`config.mk`:
```
export PLATFORM = sky130hd
export DESIGN_NAME = rv32i_instr_encoder
export DESIGN_NICKNAME = d
export VERILOG_FILES = /design/src/rtl/rv32i_instr_encoder.sv
export SDC_FILE = /design/constraint.sdc
export NUM_CORES = 1
export LEC_CHECK = 0
export ABC_AREA = 1
export ABC_CLOCK_PERIOD_IN_PS = 2800
export CAP_MARGIN = 40
export CELL_PAD_IN_SITES_DETAIL_PLACEMENT = 1
export CELL_PAD_IN_SITES_GLOBAL_PLACEMENT = 1
export CORE_MARGIN = 2
export CORE_UTILIZATION = 35
export DETAILED_ROUTE_END_ITERATION = 8
export PLACE_DENSITY_LB_ADDON = 0.1
export SETUP_SLACK_MARGIN = 0.15
export SKIP_LAST_GASP = 1
export SYNTH_ARGS = -nofsm -noshare
export SYNTH_HDL_FRONTEND = slang
export SYNTH_SLANG_ARGS = --single-unit
```
`constraint.sdc`:
```
create_clock -name clk -period 2.8 [get_ports clk]
set_clock_uncertainty 0.05 [all_clocks]
set_input_delay 0.28 -clock clk [delete_from_list [all_inputs] [get_ports clk]]
set_output_delay 0.28 -clock clk [all_outputs]
set_load 0.005 [all_outputs]
```
`src/rtl/rv32i_instr_encoder.sv`:
```
// Purpose: packs decoded RV32I fields into 32-bit words and queues them for the imem write port.
// Latency: 1 cycle from accept to out_valid when the queue is empty; no same-cycle bypass.
// Backpressure: in_ready drops while the queue is full and depends only on registered occupancy.

// Generic circular-buffer FIFO with occupancy count; head data reads as zero when empty.
// Latency: a push is visible at the head one cycle later; no write-to-read bypass.
// Backpressure: push_rdy is a function of the registered count only, never of pop_rdy.
module sync_fifo #(
  parameter int WIDTH = 33,
  parameter int DEPTH = 2
) (
  input  logic             clk,
  input  logic             rst_n,
  input  logic             push_vld,
  output logic             push_rdy,
  input  logic [WIDTH-1:0] push_dat,
  output logic             pop_vld,
  input  logic             pop_rdy,
  output logic [WIDTH-1:0] pop_dat
);

  // A one-entry FIFO still needs a 1-bit pointer to index the storage.
  localparam int PW = (DEPTH > 1) ? $clog2(DEPTH) : 1;
  localparam int CW = $clog2(DEPTH + 1);

  logic [WIDTH-1:0] mem [DEPTH];
  logic [PW-1:0]    wr_ptr;
  logic [PW-1:0]    rd_ptr;
  logic [CW-1:0]    count;
  logic             push;
  logic             pop;

  assign push_rdy = (count < CW'(DEPTH));
  assign pop_vld  = (count != '0);
  assign push     = push_vld && push_rdy;
  assign pop      = pop_vld && pop_rdy;

  // Empty queue presents zeros so the consumer never sees stale words.
  assign pop_dat  = pop_vld ? mem[rd_ptr] : '0;

  // Storage holds data only; validity lives in count, so no reset is needed here.
  always_ff @(posedge clk) begin
    if (push) begin
      mem[wr_ptr] <= push_dat;
    end
  end

  // Pointer and occupancy bookkeeping; pointers wrap at DEPTH-1 so any depth works.
  always_ff @(posedge clk or negedge rst_n) begin
    if (!rst_n) begin
      wr_ptr <= '0;
      rd_ptr <= '0;
      count  <= '0;
    end else begin
      if (push) begin
        wr_ptr <= (wr_ptr == PW'(DEPTH - 1)) ? '0 : wr_ptr + PW'(1);
      end
      if (pop) begin
        rd_ptr <= (rd_ptr == PW'(DEPTH - 1)) ? '0 : rd_ptr + PW'(1);
      end
      case ({push, pop})
        2'b10:   count <= count + CW'(1);
        2'b01:   count <= count - CW'(1);
        default: count <= count;
      endcase
    end
  end

endmodule

// Encoder top: combinational field packing and immediate range check, then the output FIFO.
// Latency: request accepted at edge N is at the FIFO head after edge N.
// Backpressure: in_ready = FIFO not full; head outputs hold while out_valid && !out_ready.
module rv32i_instr_encoder #(
  parameter int DEPTH = 2,
  parameter int ERR_W = 8
) (
  input  logic             clk,
  input  logic             rst_n,
  input  logic             in_valid,
  output logic             in_ready,
  input  logic [2:0]       in_fmt,
  input  logic [6:0]       in_opcode,
  input  logic [2:0]       in_fn3,
  input  logic [6:0]       in_fn7,
  input  logic [4:0]       in_rd,
  input  logic [4:0]       in_rs1,
  input  logic [4:0]       in_rs2,
  input  logic [31:0]      in_imm,
  output logic             out_valid,
  input  logic             out_ready,
  output logic [31:0]      out_instr,
  output logic             out_err,
  output logic [ERR_W-1:0] err_count
);

  localparam logic [2:0]  FMT_R = 3'd0;
  localparam logic [2:0]  FMT_I = 3'd1;
  localparam logic [2:0]  FMT_S = 3'd2;
  localparam logic [2:0]  FMT_B = 3'd3;
  localparam logic [2:0]  FMT_U = 3'd4;
  localparam logic [2:0]  FMT_J = 3'd5;

  localparam logic [6:0]  OP_IMM = 7'b0010011;
  // addi x0, x0, 0: a harmless word stored in place of anything unencodable.
  localparam logic [31:0] NOP_WORD = 32'h0000_0013;

  typedef struct packed {
    logic        err;
    logic [31:0] instr;
  } enc_entry_t;

  logic        accept;
  logic        is_shift;
  logic        imm12_ok;
  logic        shamt_ok;
  logic        b_imm_ok;
  logic        u_imm_ok;
  logic        j_imm_ok;
  logic        imm_ok;
  logic        fmt_ok;
  logic        req_err;
  logic [31:0] enc_instr;
  enc_entry_t  enc_entry;
  enc_entry_t  head_entry;

  assign accept = in_valid && in_ready;

  // Shifts reuse the I layout but carry fn7 in the top bits and a 5-bit shamt.
  assign is_shift = (in_fmt == FMT_I) && (in_opcode == OP_IMM) &&
                    ((in_fn3 == 3'b001) || (in_fn3 == 3'b101));

  // Range checks: the dropped upper bits must be a pure sign extension of the kept field.
  assign imm12_ok = (&in_imm[31:11]) | ~(|in_imm[31:11]);
  assign shamt_ok = ~(|in_imm[31:5]);
  assign b_imm_ok = ((&in_imm[31:12]) | ~(|in_imm[31:12])) & ~in_imm[0];
  assign u_imm_ok = ~(|in_imm[11:0]);
  assign j_imm_ok = ((&in_imm[31:20]) | ~(|in_imm[31:20])) & ~in_imm[0];

  // Field packing per format; exactly the inverse of the decoder's extraction.
  always_comb begin
    enc_instr      = '0;
    imm_ok         = 1'b1;
    fmt_ok         = 1'b1;
    enc_instr[6:0] = in_opcode;
    case (in_fmt)
      FMT_R: begin
        enc_instr[11:7]  = in_rd;
        enc_instr[14:12] = in_fn3;
        enc_instr[19:15] = in_rs1;
        enc_instr[24:20] = in_rs2;
        enc_instr[31:25] = in_fn7;
      end
      FMT_I: begin
        enc_instr[11:7]  = in_rd;
        enc_instr[14:12] = in_fn3;
        enc_instr[19:15] = in_rs1;
        if (is_shift) begin
          enc_instr[24:20] = in_imm[4:0];
          enc_instr[31:25] = in_fn7;
          imm_ok           = shamt_ok;
        end else begin
          enc_instr[31:20] = in_imm[11:0];
          imm_ok           = imm12_ok;
        end
      end
      FMT_S: begin
        enc_instr[11:7]  = in_imm[4:0];
        enc_instr[14:12] = in_fn3;
        enc_instr[19:15] = in_rs1;
        enc_instr[24:20] = in_rs2;
        enc_instr[31:25] = in_imm[11:5];
        imm_ok           = imm12_ok;
      end
      FMT_B: begin
        enc_instr[7]     = in_imm[11];
        enc_instr[11:8]  = in_imm[4:1];
        enc_instr[14:12] = in_fn3;
        enc_instr[19:15] = in_rs1;
        enc_instr[24:20] = in_rs2;
        enc_instr[30:25] = in_imm[10:5];
        enc_instr[31]    = in_imm[12];
        imm_ok           = b_imm_ok;
      end
      FMT_U: begin
        enc_instr[11:7]  = in_rd;
        enc_instr[31:12] = in_imm[31:12];
        imm_ok           = u_imm_ok;
      end
      FMT_J: begin
        enc_instr[11:7]  = in_rd;
        enc_instr[19:12] = in_imm[19:12];
        enc_instr[20]    = in_imm[11];
        enc_instr[30:21] = in_imm[10:1];
        enc_instr[31]    = in_imm[20];
        imm_ok           = j_imm_ok;
      end
      default: begin
        fmt_ok = 1'b0;
      end
    endcase
  end

  assign req_err         = !(imm_ok && fmt_ok);
  assign enc_entry.err   = req_err;
  assign enc_entry.instr = req_err ? NOP_WORD : enc_instr;

  sync_fifo #(
    .WIDTH ($bits(enc_entry_t)),
    .DEPTH (DEPTH)
  ) u_out_fifo (
    .clk      (clk),
    .rst_n    (rst_n),
    .push_vld (in_valid),
    .push_rdy (in_ready),
    .push_dat (enc_entry),
    .pop_vld  (out_valid),
    .pop_rdy  (out_ready),
    .pop_dat  (head_entry)
  );

  assign out_instr = head_entry.instr;
  assign out_err   = head_entry.err;

  // Count accepted bad requests, sticking at all-ones instead of wrapping.
  always_ff @(posedge clk or negedge rst_n) begin
    if (!rst_n) begin
      err_count <= '0;
    end else if (accept && req_err && (err_count != {ERR_W{1'b1}})) begin
      err_count <= err_count + ERR_W'(1);
    end
  end

endmodule
```
# ---- Yosys cells after proc, flatten, opt, wreduce, memory -nomap -nowiden
# Memory sizes are Yosys's and may differ from the RTL's.
# Index checks and enable logic that the tools add are counted.
dict set report word_totals {
  n_memories 1
  out_inout_bits 43
  mem_bits_rw 66
  reg_bits 12
  inputBits 71
  wordCells 66
}
dict set report classes {
  n_addsub 5
  mux 12
  bitwise_logic 11
  order_cmp 1
  n_eq_ne 11
  reduce_logical 21
}
# name words word_bits rd rd_ports_with_merged_regs wr line
set memory_table {}
lappend memory_table {u_out_fifo.mem 2 33 1 0 1 26} ;# logic [WIDTH-1:0] mem [DEPTH];
# operator count
set op_table {}
lappend op_table {{$pmux 25 s6} 1}
lappend op_table {{$mux 33} 1}
lappend op_table {{$mux 32} 1}
lappend op_table {{$reduce_or 27->1} 1}
lappend op_table {{$reduce_or 12->1} 2}
lappend op_table {{$reduce_and 21->1} 1}
lappend op_table {{$reduce_or 21->1} 1}
lappend op_table {{$reduce_and 20->1} 1}
lappend op_table {{$reduce_or 20->1} 1}
lappend op_table {{$mux 12} 1}
lappend op_table {{$reduce_and 12->1} 1}
lappend op_table {{$eq 3x3->1 const B} 3}
lappend op_table {{$add 8x1->8 const B} 1}
lappend op_table {{$ne 8x8->1 const B} 1}
lappend op_table {{$eq 7x5->1 const B} 1}
lappend op_table {{$logic_and 1x1->1} 7}
lappend op_table {{$eq 3x1->1 const B} 2}
lappend op_table {{$eq 3x2->1 const B} 2}
lappend op_table {{$mux 1} 6}
lappend op_table {{$not 1->1} 6}
lappend op_table {{$reduce_or 6->1} 1}
lappend op_table {{$pmux 1 s5} 1}
lappend op_table {{$pmux 2 s2} 1}
lappend op_table {{$reduce_bool 2->1} 2}
lappend op_table {{11 further kinds} 15}

# ---- Longest topological paths before layout
# Gate-level depths: netlist (run 1).
dict set report logic_depth {
  word_depth 9
  ltp_mapped 14
  mapped_depth_nobuf 13
}

# ---- Modules after synthesis
# A second synthesis (run 1) with hierarchy kept.
dict set report hier_totals {
  hier_cells 484
  area_unflattened_um2 4235.3
}
# module area_each_um2 seq_area_each_um2 cells_each n_inst
set modules_own_cells {}
lappend modules_own_cells {sync_fifo 2811.4 2082.0 204 1}
lappend modules_own_cells {rv32i_instr_encoder 1423.9 200.2 280 1}

# ---- Least setup slack after synthesis (run 1)
# No wires, ideal clock.
dict set report synth_path {
  path_type {reg2reg}
  start {register u_out_fifo.count[1]}
  end {memory u_out_fifo.mem[0][0], enable pin}
  required_ns 2.327
  arrival_time_ns 2.012
  path_buffers 0
  period_less_slack_ns 2.485
  setup_slack_ns 0.315
  stages_incl_launch_ff 4
  cell_sequence {dfrtp_1 > inv_1 > nand2_1 > nor2_1}
}
dict set report synth_via {
  elab_chain_cells 4
}
# item line
set synth_rtl {}
lappend synth_rtl {{start: declaration} 29} ;# logic [CW-1:0] count;
lappend synth_rtl {{start signal: assignment} 62} ;# 2'b10: count <= count + CW'(1);
lappend synth_rtl {{start signal: assignment} 63} ;# 2'b01: count <= count - CW'(1);
lappend synth_rtl {{start signal: assignment} 64} ;# default: count <= count;
lappend synth_rtl {{$lt 2x2->1} 33} ;# assign push_rdy = (count < CW'(DEPTH));
lappend synth_rtl {{named net in_ready} 81} ;# output logic in_ready,
lappend synth_rtl {{$logic_and 1x1->1} 35} ;# assign push = push_vld && push_rdy;
lappend synth_rtl {{$mux 1} 43} ;# if (push) begin
lappend synth_rtl {{$mux 1 (implied by the code)} 44} ;# mem[wr_ptr] <= push_dat;
lappend synth_rtl {{end: declaration} 26}
# The timed path passes the listed nets, and every way through them passes these cells.

==> results of run 1 <==
[per-layer routing]
layer / GRT usage / vias up / wire length (um)
li1: - / 1857 / -
met1: 0.273 / 1793 / 5910
met2: 0.361 / 88 / 6420
met3: 0.0335 / 11 / 459
met4: 0.0610 / 0 / 168
met5: 0 / - / 0
[worst max-delay path by stage]
stage | from | to | slack, ps | cells past startpoint
2_1_floorplan | u_out_fifo.count[1] | u_out_fifo.mem[0][0] | 310 | 3
5_1_grt | in_imm[20] | u_out_fifo.mem[1][31] | 190 | 12
3_3_place_gp | in_imm[20] | u_out_fifo.mem[0][21] | 40 | 12
3_5_place_dp | in_imm[20] | u_out_fifo.mem[1][21] | -4 | 12
4_1_cts | in_imm[20] | u_out_fifo.mem[1][21] | 340 | 12
6_report | in_imm[20] | u_out_fifo.mem[1][31] | 360 | 12
[cells by family after synthesis]
| family | share of synthesized area |
|---|---|
| simple gates | 0.279 |
| flops | 0.554 |
| compound gates | 0.0926 |
| buf+inv | 0.0519 |
| xor+xnor | 0.0170 |
| fa+ha+maj | 0.00607 |
[registers in the layout (all words and copies together) (netlist names)]
name,cells
u_out_fifo.mem,66
u_out_fifo.rd_ptr,1
err_count,8
u_out_fifo.count,2
u_out_fifo.wr_ptr,1
[layout make-up]
cell class              count  share of cell area
multi-input cells         356               0.285
well taps                 143              0.0310
repair buffers            125               0.212
flip-flops and latches     78               0.396
clock inverters             5              0.0132
clock buffers               9              0.0390
inverters                  37              0.0245
[per-stage QoR]
| step | setup TNS (ps) | cell area, um^2 | setup slack (ps) |
|---|---|---|---|
| finish | 0 | 5770 | 365 |
| global route | 0 | 5770 | 194 |
| CTS | 0 | 5770 | 343 |
| detailed placement | -7.94 | 5470 | -3.97 |
| global placement | 0 | 5470 | 37.5 |
| floorplan | 0 | 4120 | 315 |
[layout by cell type (no fill, tap or decap), types with 3 or more instances in the layout]
master / n
nand2_1: 172
clkdlybuf4s50_1: 113
nor2_1: 66
edfxtp_1: 66
a21oi_1: 51
inv_1: 32
nand3_1: 13
dfrtp_1: 12
buf_4: 12
nand4_1: 10
clkbuf_16: 9
a221oi_1: 7
a31oi_1: 6
xor2_1: 6
inv_2: 3
nand3_2: 3
nor2_4: 3
o21ai_0: 3
[report_power, final]
part | total (mW) | internal, mW | switching (mW) | leakage (nW)
registers | 1.63 | 1.53 | 0.103 | 0.771
logic | 1.88 | 0.909 | 0.975 | 1.34
clock network | 1.19 | 0.765 | 0.421 | 0.145
==> reports/metrics.csv, run 1 <==
metric;value;unit
outcome;complete, no violations;
Peak Freq;411;MHz
crit path cell chain;clkdlybuf4s50_1 > nand2_1 > nor2_1 > nand2_1 > nor2_1 > nand2_1 > nand2_1 > nand2_1 > nand3_2 > nand2_4 > buf_4 > a31oi_1;
1st-pass router iterations;6;
DRC viols;0;
Area Overhead vs Synth;39.9;%
clk root buf;clkbuf_16;
Slew Limit Fails;0;
Power Density;814;mW/mm^2
Synth cell types;32;
Multi-input gate area;0.00164;mm^2
Filler Cell Count;1366;
Num CTS Buffers;9;
# diodes;0;
clk buf depth;2;
gp weighted congestion;0.939;
Top Ports;114;
largest net degree at the start of global routing;36;
Routed Antenna Nets;0;
cell mode on critical path;nand2_1;
Yosys warnings;0;
fraction of layout cells with a size suffix above 1;0.0689;
gr ovfl total;0;
leak pwr;2.26;nW
Yosys reg bits;78;
TritonCTS clock tree;built;
Tcrit/Tclk final;0.870;
sink count of the clock tree;78;
largest area contributor in the netlist;edfxtp_1;
top cells by count, synth;172 x nand2_1, 69 x nor2_1, 66 x edfxtp_1;
startpoint types;primary input;
Clk pin slew, worst setup/hold paths;60;ps
worst reg-to-reg setup slack;790;ps
max_cap viols;0;
fin crit period;2440;ps
DP HPWL;9840;um
worst vdd ir;0.000823;V
gr usage total;0.209;
post-synth top area share;0.481;
Critical Path End Type;register;
Iteration-0 DRC Markers;140;
vias per cell;4.98;
CP max FO;17;
leading post-synthesis cells by cell area;edfxtp_1 48%, nand2_1 16%, dfrtp_1 7.3%, nor2_1 6.3%, a21oi_1 6.2%;
depth of the CTS H-tree;3;
vias in the first global route;3976;
reg2reg path depth;7;
routed len/inst;17.2;um
Finished Layout Cells;753;
most common cell in the synthesized netlist;nand2_1;
dominant synthesized flop cell;edfxtp_1;
Post-Syn Nets;560;
Power, Total;4.70;mW
post-CTS resize count;0;
CP arrival;2490;ps
Worst R2R End;u_out_fifo.count[1];
Worst Hold Class;in -> async;
Initial Util;0.360;
global-route wire length before repair;20600;um
full die area;0.0127;mm^2
highest cell delay on the worst timing path;580;ps
sequential area share after synthesis;0.554;
postcts setup bufs;0;
hold slack;272;ps
FF+latch area;0.00228;mm^2
core area;0.0115;mm^2
slowest cell on the critical path;clkdlybuf4s50_1;
Synth Instances;487;
number of hold buffers added after CTS;0;
Syn Area/Cell;8.47;um^2
worst reg2reg startpoint;u_out_fifo.count[0];
Worst slew margin;0.615;
CP Buf/Inv Count;2;
number of synthesized flops with an enable pin;66;
Nets;680;
Clk Latency, worst-skew pair;330;ps
final WL;13000;um
Die W;113;um
unrepaired setup endpoints after global routing;false;
Slew @ Worst Pin;576;ps
height of the die;113;um
Final setup violation count;0;
delay-heaviest family, CP;simple AND/OR/NAND/NOR gates;
Mapped Area;0.00412;mm^2
via count;3749;
initial antenna violation count;0;
CP Data Required Time;2860;ps
Rows;39;
Final Hold Viols;0;
port buffer count;113;
final core utilization;0.503;
placed cells;739;
Crit Path Category;in -> reg;
fraction of registers with async set/reset;0.154;
Note: power is estimated with default switching activity, not from simulation.
==> run 2, diff against run 1 <==
--- a/config.mk
+++ b/config.mk
@@ -14,6 +14,7 @@
 export CORE_UTILIZATION = 35
 export DETAILED_ROUTE_END_ITERATION = 8
 export PLACE_DENSITY_LB_ADDON = 0.1
+export RECOVER_POWER = 50
 export SETUP_SLACK_MARGIN = 0.15
 export SKIP_LAST_GASP = 1
 export SYNTH_ARGS = -nofsm -noshare
==> run 2 against run 1 <==
  * First-iteration DRC count increased by 6.4%
  * Final area down 0.13%
  * Sequential power is essentially flat
  * Final cell count unchanged
  * Worst setup slack got worse by 78 ps
  * Total power fell by 0.54%
  * Critical endpoint unchanged
  * Largest cell class unchanged
==> reports/metrics.csv, run 2 (synthesized netlist as in run 1, its figures left out) <==
metric;value;unit;change
most common cell after layout, fill and taps aside;nand2_1;;unchanged
placed cells;739;;unchanged
sink count of the clock tree;78;;unchanged
leak pwr;2.28;nW;was 2.26 nW
CP max FO;17;;unchanged
Rows;39;;unchanged
Clk Latency, worst-skew pair;330;ps;about the same
max_cap viols;0;;unchanged
Crit Path Category;in -> reg;;unchanged
Nets;680;;unchanged
depth of the CTS H-tree;3;;unchanged
worst reg-to-reg setup slack;800;ps;was 790 ps
startpoint types;primary input;;unchanged
gr usage total;0.209;;unchanged
worst reg2reg startpoint;u_out_fifo.count[0];;unchanged
core area;0.0115;mm^2;unchanged
Slew @ Worst Pin;908;ps;was 576 ps
top sig layer;met4;;unchanged
met2 WL;6450;um;was 6420 um
Routed Antenna Nets;0;;unchanged
Iteration-0 DRC Markers;149;;was 140
Worst R2R End;u_out_fifo.count[1];;unchanged
Peak Freq;398;MHz;was 411 MHz
post-CTS resize count;0;;unchanged
M1 WL;5880;um;was 5910 um
Top Ports;114;;unchanged
clk root buf;clkbuf_16;;unchanged
Final setup violation count;0;;unchanged
largest net degree at the start of global routing;36;;unchanged
initial antenna violation count;0;;unchanged
Switch Pwr;1.49;mW;was 1.50 mW
CP arrival;2570;ps;was 2490 ps
Top Registers;u_out_fifo.mem x66, err_count x8, u_out_fifo.count x2;;unchanged
Finished Layout Cells;753;;unchanged
Biggest register;u_out_fifo.mem;;unchanged
post-route setup TNS;0;ps;unchanged
vias in the first global route;3976;;unchanged
gr ovfl total;0;;unchanged
Slew Limit Fails;0;;unchanged
Die W;113;um;unchanged
Worst Hold Class;in -> async;;unchanged
TritonCTS clock tree;built;;unchanged
unrepaired setup endpoints after global routing;false;;unchanged
global-route wire length before repair;20600;um;unchanged
DP HPWL;9840;um;unchanged
Final Hold Viols;0;;unchanged
cell-internal power;3.18;mW;was 3.20 mW
clk buf depth;2;;unchanged
postcts setup bufs;0;;unchanged
clock share of power;0.254;;was 0.252
height of the die;113;um;unchanged
part of the power in registers;0.349;;was 0.347
DRC viols;0;;unchanged
gp weighted congestion;0.939;;unchanged
1st-pass router iterations;4;;was 6
Worst slew margin;0.395;;was 0.615
port buffer count;113;;unchanged
routed len/inst;17.2;um;about the same
most frequent cells in the layout;172 x nand2_1, 102 x clkdlybuf4s50_1, 67 x nor2_1;;was 172 x nand2_1, 113 x clkdlybuf4s50_1, 66 x nor2_1, 66 x edfxtp_1, 51 x a21oi_1
# diodes;0;;unchanged
placed cell area;0.00547;mm^2;unchanged
full die area;0.0127;mm^2;unchanged
Clk pin slew, worst setup/hold paths;60;ps;about the same
vias per cell;4.98;;unchanged
via count;3749;;unchanged
FF+latch area;0.00228;mm^2;unchanged
Num CTS Buffers;9;;unchanged
Initial Util;0.360;;unchanged
Comb power frac;0.398;;was 0.401
Area Overhead vs Synth;39.8;%;was 39.9%
worst vdd ir;0.000797;V;was 0.000823 V
Tcrit/Tclk final;0.898;;was 0.870
number of hold buffers added after CTS;0;;unchanged
fraction of layout cells with a size suffix above 1;0.0672;;was 0.0689
outcome;complete, no violations;;unchanged
hold slack;342;ps;was 272 ps
final core utilization;0.502;;was 0.503
Power Density;811;mW/mm^2;was 814 mW/mm^2
Switching Share;0.319;;about the same
Filler Cell Count;1368;;was 1,366
WL met3;420;um;was 459 um
post-layout instance area;0.00576;mm^2;was 0.00577 mm^2
max reg flops;66;;unchanged
Critical Path End Type;register;;unchanged
CP Data Required Time;2860;ps;about the same
fin crit period;2510;ps;was 2440 ps
Multi-input gate area;0.00164;mm^2;about the same
reg2reg path depth;7;;unchanged
final WL;12900;um;was 13,000 um
[run 2: cell types whose count changed in the layout (fill, tap and decap cells not counted), sizes merged]
cell           change
clkbuf             +2
dlygate4sd3       +11
clkdlybuf4s50     -11
buf                -2
[run 2: cell type report]
class	count	share of cell area
well taps	143	0.0311
inverters	37	0.0245
clock inverters	5	0.0132
flip-flops and latches	78	0.396
repair buffers	125	0.211
multi-input cells	356	0.285
clock buffers	9	0.0391
[run 2: metrics by stage]
step,worst slack [ps],power (mW)
2_1_floorplan,315,2.44
3_3_place_gp,37.5,3.51
3_5_place_dp,-3.97,3.55
4_1_cts,343,4.77
5_1_grt,121,4.95
6_report,286,4.67
[run 2: metal layers]
metal | up-vias | GRT usage
li1 | 1857 | -
met1 | 1790 | 0.273
met2 | 89 | 0.361
met3 | 13 | 0.0335
met4 | 0 | 0.0610
met5 | - | 0
[run 2: power by group through the flow]
stage | registers, mW | logic (mW) | clock network, mW
after floorplan | 1.63 | 0.813 | 0
after global placement | 1.64 | 1.87 | 0
after detailed placement | 1.65 | 1.90 | 0
after CTS | 1.63 | 1.93 | 1.21
after global routing | 1.66 | 2.04 | 1.25
final | 1.63 | 1.86 | 1.19
[run 2: worst max-delay path by stage]
stage | startpoint | to | slack, ps | depth (start not counted)
floorplan | u_out_fifo.count[1] | u_out_fifo.mem[0][0] | 310 | 3
global placement | in_imm[20] | u_out_fifo.mem[0][21] | 40 | 12
detailed placement | in_imm[20] | u_out_fifo.mem[1][21] | -4 | 12
CTS | in_imm[20] | u_out_fifo.mem[1][21] | 340 | 12
global route | in_imm[20] | u_out_fifo.mem[1][31] | 120 | 12
finish | in_imm[20] | u_out_fifo.mem[1][31] | 290 | 12
[run 2: worst max-delay path: stages]
cell           delay (ps)
dlygate4sd3_1         660
nand2_1                80
nor2_1                100
nand2_1                60
nor2_1                300
nand2_1               110
nand2_1               120
nand2_1                80
nand3_2               110
nand2_4               140
buf_4                 210
a31oi_1               300
